<file path="src/rtl/fir_sample_capture.sv">
// Frame capture buffer for the 3-tap FIR output: arms on start, stores
// FRAME_LEN samples, then drains them over a valid/ready stream.
//
// Ports:
//   clk, rst         clock, synchronous active-high reset
//   start            one-cycle arm request, honoured only while idle
//   s_data, s_valid  signed FIR output sample and its qualifier
//   m_data, m_valid  drained sample and its qualifier
//   m_ready          consumer accepts m_data
//   m_last           final sample of the frame (qualified by m_valid)
//   busy             high while capturing or draining
//   done             one-cycle pulse after the final drain handshake
//
// Optional build macro FIR_CAPTURE_DECIM_EN: keep only one of every
// DECIM valid input samples while capturing.

module fir_sample_capture #(
  parameter int DATA_W    = 16,
  parameter int FRAME_LEN = 64,
  parameter int DECIM     = 4
) (
  input  logic              clk,
  input  logic              rst,
  input  logic              start,
  input  logic [DATA_W-1:0] s_data,
  input  logic              s_valid,
  output logic [DATA_W-1:0] m_data,
  output logic              m_valid,
  input  logic              m_ready,
  output logic              m_last,
  output logic              busy,
  output logic              done
);

  localparam int PTR_W = $clog2(FRAME_LEN);
  localparam logic [PTR_W-1:0] LAST_IDX = PTR_W'(FRAME_LEN - 1);

  if (FRAME_LEN < 2 || DECIM < 1) begin : g_param_check
    $error("fir_sample_capture: FRAME_LEN must be >=2, DECIM >=1");
  end

  typedef enum logic [1:0] {
    S_IDLE,
    S_CAPTURE,
    S_DRAIN
  } state_t;

  state_t state_q, state_d;

  logic [DATA_W-1:0] mem [FRAME_LEN];

  logic [PTR_W-1:0]  wr_ptr_q, wr_ptr_d;
  logic [PTR_W-1:0]  rd_ptr_q, rd_ptr_d;
  logic              fetched_q, fetched_d;
  logic [DATA_W-1:0] pre_data_q, pre_data_d;
  logic              pre_valid_q, pre_valid_d;
  logic              pre_last_q, pre_last_d;
  logic [DATA_W-1:0] m_data_q, m_data_d;
  logic              m_valid_q, m_valid_d;
  logic              m_last_q, m_last_d;
  logic              done_q, done_d;

  logic keep;
  logic wr_en;
  logic hs;
  logic out_load;
  logic fetch;

`ifdef FIR_CAPTURE_DECIM_EN
  localparam int PH_W = (DECIM > 1) ? $clog2(DECIM) : 1;
  localparam logic [PH_W-1:0] PH_LAST = PH_W'(DECIM - 1);

  logic [PH_W-1:0] phase_q, phase_d;

  always_comb begin
    phase_d = phase_q;
    if (state_q == S_IDLE && start) begin
      phase_d = '0;
    end else if (state_q == S_CAPTURE && s_valid) begin
      phase_d = (phase_q == PH_LAST) ? '0 : phase_q + PH_W'(1);
    end
  end

  always_ff @(posedge clk) begin
    if (rst) phase_q <= '0;
    else     phase_q <= phase_d;
  end

  assign keep = (phase_q == '0);
`else
  assign keep = 1'b1;
`endif

  assign wr_en = (state_q == S_CAPTURE) && s_valid && keep;
  assign hs    = m_valid_q && m_ready;

  // Two-stage drain: prefetch register behind the output register, so
  // the registered buffer read never inserts a bubble under m_ready=1.
  assign out_load = pre_valid_q && (!m_valid_q || hs);
  assign fetch    = (state_q == S_DRAIN) && !fetched_q &&
                    (!pre_valid_q || out_load);

  // State register
  always_ff @(posedge clk) begin
    if (rst) state_q <= S_IDLE;
    else     state_q <= state_d;
  end

  // Next-state logic
  always_comb begin
    state_d = state_q;
    unique case (state_q)
      S_IDLE:    if (start) state_d = S_CAPTURE;
      S_CAPTURE: if (wr_en && wr_ptr_q == LAST_IDX) state_d = S_DRAIN;
      S_DRAIN:   if (hs && m_last_q) state_d = S_IDLE;
      default:   state_d = S_IDLE;
    endcase
  end

  // Output logic
  always_comb begin
    busy    = (state_q != S_IDLE);
    m_data  = m_data_q;
    m_valid = m_valid_q;
    m_last  = m_last_q;
    done    = done_q;
  end

  always_comb begin
    wr_ptr_d    = wr_ptr_q;
    rd_ptr_d    = rd_ptr_q;
    fetched_d   = fetched_q;
    pre_data_d  = pre_data_q;
    pre_valid_d = pre_valid_q;
    pre_last_d  = pre_last_q;
    m_data_d    = m_data_q;
    m_valid_d   = m_valid_q;
    m_last_d    = m_last_q;
    done_d      = hs && m_last_q;

    if (state_q == S_IDLE && start) begin
      wr_ptr_d = '0;
    end

    if (wr_en) begin
      if (wr_ptr_q == LAST_IDX) begin
        rd_ptr_d    = '0;
        fetched_d   = 1'b0;
        pre_valid_d = 1'b0;
      end else begin
        wr_ptr_d = wr_ptr_q + PTR_W'(1);
      end
    end

    if (fetch) begin
      pre_data_d  = mem[rd_ptr_q];
      pre_valid_d = 1'b1;
      pre_last_d  = (rd_ptr_q == LAST_IDX);
      if (rd_ptr_q == LAST_IDX) fetched_d = 1'b1;
      else                      rd_ptr_d  = rd_ptr_q + PTR_W'(1);
    end else if (out_load) begin
      pre_valid_d = 1'b0;
    end

    if (out_load) begin
      m_data_d  = pre_data_q;
      m_valid_d = 1'b1;
      m_last_d  = pre_last_q;
    end else if (hs) begin
      m_valid_d = 1'b0;
      m_last_d  = 1'b0;
    end
  end

  always_ff @(posedge clk) begin
    if (rst) begin
      wr_ptr_q    <= '0;
      rd_ptr_q    <= '0;
      fetched_q   <= 1'b0;
      pre_data_q  <= '0;
      pre_valid_q <= 1'b0;
      pre_last_q  <= 1'b0;
      m_data_q    <= '0;
      m_valid_q   <= 1'b0;
      m_last_q    <= 1'b0;
      done_q      <= 1'b0;
    end else begin
      wr_ptr_q    <= wr_ptr_d;
      rd_ptr_q    <= rd_ptr_d;
      fetched_q   <= fetched_d;
      pre_data_q  <= pre_data_d;
      pre_valid_q <= pre_valid_d;
      pre_last_q  <= pre_last_d;
      m_data_q    <= m_data_d;
      m_valid_q   <= m_valid_d;
      m_last_q    <= m_last_d;
      done_q      <= done_d;
    end
  end

  // Buffer storage is deliberately left out of reset.
  always_ff @(posedge clk) begin
    if (wr_en && !rst) mem[wr_ptr_q] <= s_data;
  end

endmodule

</file>
<file path="config.mk">
export PLATFORM = sky130hd
export DESIGN_NAME = fir_sample_capture
export DESIGN_NICKNAME = d
export VERILOG_FILES = /design/src/rtl/fir_sample_capture.sv
export SDC_FILE = /design/constraint.sdc
export NUM_CORES = 1
export LEC_CHECK = 0
export CORE_MARGIN = 2
export CORE_UTILIZATION = 28
export CTS_CLUSTER_DIAMETER = 50
export CTS_CLUSTER_SIZE = 20
export DETAILED_ROUTE_END_ITERATION = 12
export GPL_ROUTABILITY_DRIVEN = 0
export PLACE_DENSITY_LB_ADDON = 0.15
export SYNTH_ARGS = -nofsm -noshare
export SYNTH_HDL_FRONTEND = slang
export SYNTH_SLANG_ARGS = --single-unit
</file>
<file path="constraint.sdc">
create_clock -name clk -period 2.5 [get_ports clk]
set_input_delay 0.5 -clock clk [delete_from_list [all_inputs] [get_ports clk]]
set_output_delay 0.5 -clock clk [all_outputs]
set_load 0.005 [all_outputs]
</file>
==> summary.txt <==
Outcome
  – Run status: finished, violations left
  – Failing checks: negative setup slack

Clock network
  – Clock sink count: 1076
  – CTS tree: done
  – Buffer depth of the longest clock path: 3
  – Clk Tree Root Cell: sky130_fd_sc_hd__clkbuf_16
  – Num CTS Buffers: 116
  – Clock latency on the worst-skew pair: 0.73 ns
  – CTS Hold Bufs: 0
  – H-Tree Level Count: 3
  – Clock slew seen by the registers of the worst setup and hold paths: 0.06 ns

Power and ir drop
  – Pwr per Cell Area: 749 mW/mm^2
  – Cell-internal power: 30400 uW
  – Share of total power in combinational logic: 1.4%
  – Power consumption: 39000 uW
  – VDD IR-drop max: 0.591 mV
  – Sw Share: 21.9%
  – Net switching power of the design: 8520 uW
  – Share of power burned in the clock network: 48.0%
  – Part of the power in registers: 50.6%
  – Pleak: 0.0160 uW

Finish
  – Utilization after layout: 35.6%
  – Filler Cell Count: 13.5k
  – Final cell count without fillers: 4373
  – Area of combinational cells with multiple inputs: 0.00921 mm^2
  – Fraction of layout instances using a drive strength above 1: 35.8%
  – # nets final: 2371
  – Combined flip-flop and latch cell area: 0.0318 mm^2
  – Layout area overhead: 26.1%

Global route
  – Via count of the first global-routing pass: 21.8k
  – Maximum number of pins on one net before global-route repair: 65
  – Leftover overflow at the end of global routing: 0
  – Number of antenna violations at the first check in global routing: 5
  – Total Routing Usage GR: 15.3%
  – Global-route wire length before repair: 164 mm

Synth
  – Dominant cells by area after synthesis: sky130_fd_sc_hd__edfxtp_1 75%, sky130_fd_sc_hd__mux4_2 12%, sky130_fd_sc_hd__dfxtp_1 2.5%, sky130_fd_sc_hd__a22oi_1 1.2%, sky130_fd_sc_hd__nor2_1 0.92%
  – Yosys warnings: 0
  – Synthesis-stage register bit count: 1076
  – Cell variety after synth: 50
  – Part of the Yosys area used for sequential elements: 77.0%
  – Syn Area/Cell: 20.5 um^2
  – Top cell type's share of synthesized area: 74.5%
  – Synthesized area: 0.0413 mm^2
  – Ys flop type: sky130_fd_sc_hd__edfxtp_1
  – Count of mapped cells out of synthesis: 2012
  – Post-synthesis cell type with the largest combined area: sky130_fd_sc_hd__edfxtp_1
  – Fraction of registers with async set or reset after synthesis: 0%
  – Total nets after synthesis: 2035
  – Number of flops mapped to enable cells by yosys: 1024

Placed design
  – Instance count after placement with tap cells included: 4112
  – Count of port buffers added during placement: 40
  – HPWL after detailed placement: 73.6 mm

Detailed routing
  – Vias post-DR: 21.1k
  – Total wirelength of the detailed-routed design: 117 mm
  – Routed length per placed instance: 26.7 um
  – DRC: 0
  – Remaining antenna violation count: 0
  – Post-detailed-route via-to-cell ratio: 4.82
  – Router iterations before antenna repair: 7
  – Initial DRC Count: 1666

Critical path
  – Sort of element at the end of the critical path: register
  – Series of cell instances along the critical path: buf_12 -> nand2b_1 -> buf_4 -> o22a_1 -> a221oi_1 -> o21ba_2 -> a311oi_1
  – R2r worst-path depth: 7
  – Slowest stage cell, crit path: sky130_fd_sc_hd__dfxtp_1
  – Max stage delay on crit path: 0.60 ns
  – Critical path class: register to register
  – Arr. time, crit path: 3.14 ns
  – Maximum fanout count along the critical path: 15
  – Data required, critical path: 3.13 ns
  – Startpoint Class: register

Flow run
  – Max_cap viols: 0

Min path
  – Worst hold-check path type: primary input to register
  – WHS Path Cells: 1

Timing
  – Fin. Hold Viols: 0
  – Max-slew violation count: 0
  – Clock Skews: 0.0264 ns
  – Max-slew headroom at the worst pin: 47.8%
  – Share of the clock period used by the worst path after layout: 101%
  – Setup repair after global routing missed its margin: yes
  – Max Clock Freq: 0.398 GHz
  – Worst setup slack after layout: -0.0139 ns
  – Final-report setup violation count: 1
  – Slew at the pin closest to its max-slew limit: 0.784 ns
  – Period minus WS final: 2.51 ns

Floorplan
  – I/O pin cnt: 41
  – Die Area: 0.150 mm^2
  – Cell row count: 140
  – Die Span Y: 388 um
  – Starting utilization of the core area: 28.3%
  – Core footprint: 0.146 mm^2
  – Die width: 388 um
==> placed cells by master (no fill, tap or decap), types with 9 or more instances in the layout <==
cell type,count
sky130_fd_sc_hd__a21oi_1,45
sky130_fd_sc_hd__clkinvlp_4,9
sky130_fd_sc_hd__a221oi_1,21
sky130_fd_sc_hd__edfxtp_1,1024
sky130_fd_sc_hd__clkbuf_16,124
sky130_fd_sc_hd__inv_8,15
sky130_fd_sc_hd__nor2_1,84
sky130_fd_sc_hd__o21ai_0,15
sky130_fd_sc_hd__buf_4,161
sky130_fd_sc_hd__nor2_2,17
sky130_fd_sc_hd__inv_6,21
sky130_fd_sc_hd__mux2i_1,33
sky130_fd_sc_hd__mux4_2,225
sky130_fd_sc_hd__a21oi_2,17
sky130_fd_sc_hd__buf_12,116
sky130_fd_sc_hd__mux2_2,31
sky130_fd_sc_hd__a22oi_1,49
sky130_fd_sc_hd__nand2_1,97
sky130_fd_sc_hd__o22a_1,15
sky130_fd_sc_hd__dfxtp_1,48
sky130_fd_sc_hd__a221o_1,15
sky130_fd_sc_hd__buf_2,17
sky130_fd_sc_hd__a311oi_1,16
sky130_fd_sc_hd__clkdlybuf4s50_1,23
sky130_fd_sc_hd__a22oi_2,19
sky130_fd_sc_hd__a22o_1,15
sky130_fd_sc_hd__clkinv_8,14
sky130_fd_sc_hd__bufinv_16,13
==> through the flow <==
| step | instance area [um^2] | setup slack, ns | hold slack, ns | TNS, ns |
|---|---|---|---|---|
| finish | 52000 | -0.0139 | 0.239 | -0.0139 |
| global route | 52000 | -0.0304 | 0.212 | -0.0766 |
| CTS | 51500 | -0.00245 | 0.177 | -0.00478 |
| detailed placement | 46900 | -0.309 | 0.456 | -199.81 |
| global placement | 46900 | -0.402 | 0.449 | -234.61 |
| floorplan | 41300 | -0.0984 | 0.432 | -45.69 |
==> final cells by class <==
type / instances / area share, %
diodes: 4 / 0.0192
clock buffers: 125 / 5.85
clock inverters: 97 / 2.41
inverters: 3 / 0.0216
multi-input cells: 811 / 17.7
flip-flops and latches: 1076 / 61.1
well taps: 1917 / 4.61
repair buffers: 340 / 8.25
==> critical path: cells and delay by family, from the launching register on <==
kind | cells | cell delay [ns]
AND/OR/NAND/NOR | 1 | 0.06
flip-flops | 1 | 0.60
buffers and inverters | 2 | 0.41
AO/OA/AOI/OAI | 4 | 1.32
==> cells in the mapped netlist (all sizes together), types with 2 or more instances <==
cell       n
nand2b     6
nand2     98
a221o     15
nand3      8
or3b       2
mux2i     33
nand3b     6
a221oi    30
edfxtp  1024
dfxtp     52
or3        2
o21ba     16
a22o      15
mux4     225
a21oi     62
inv        3
and2       2
ha         2
nor4       2
o21ai     21
or2        3
a211oi     3
nor2     102
nor3       4
clkbuf    55
mux2      32
a311oi    16
o22a      15
buf       67
nand4      2
a22oi     68
o211ai     3
nor2b      7
==> cell families after synthesis <==
kind of cell / synth area share, %
xor+xnor: 0.0425
compound gates: 4.83
simple gates: 2.56
flops: 77.0
fa+ha+maj: 0.0606
mux: 14.0
buf+inv: 1.51
==> metal layers <==
layer	wire length (um)	global-route usage, %	share of wire (%)	up-vias
met2	57900	25.5	50	464
met1	51500	20.8	44	11374
met4	2190	4.06	1.9	0
met5	0	0	0	-
met3	4960	2.30	4.3	117
li1	-	-	-	9105
==> final timing paths <==
check | from | end | slack (ns)
setup reg to reg | rd_ptr_q[1] | pre_data_q[5] | -0.01
setup / recovery | rd_ptr_q[1] | pre_data_q[5] | -0.01
hold / removal | s_data[9] | mem[37][9] | 0.24
hold reg to reg | m_data[9] | m_data[9] | 0.46
==> power by group through the flow <==
stage / combinational, uW / clock [uW] / sequential [uW]
after detailed placement: 556 / 0 / 20100
after CTS: 557 / 19200 / 19700
after floorplan: 50.7 / 0 / 20100
after global routing: 584 / 19800 / 19700
final: 541 / 18700 / 19700
after global placement: 536 / 0 / 20100
==> state kept, by name (all words and copies together) (netlist names), 2 cells and up <==
register    count
mem          1024
m_data         16
pre_data_q     16
rd_ptr_q        6
wr_ptr_q        6
state_q         2
==> repair_timing <==
item	in CTS	in global routing
endpoints found under the hold margin	0	0
gates resized for setup	41	59
setup endpoints to repair	17	17
gates cloned	2	3
buffers inserted	8	23
pin swaps	0	4
Note: power is estimated with default switching activity, not from simulation.
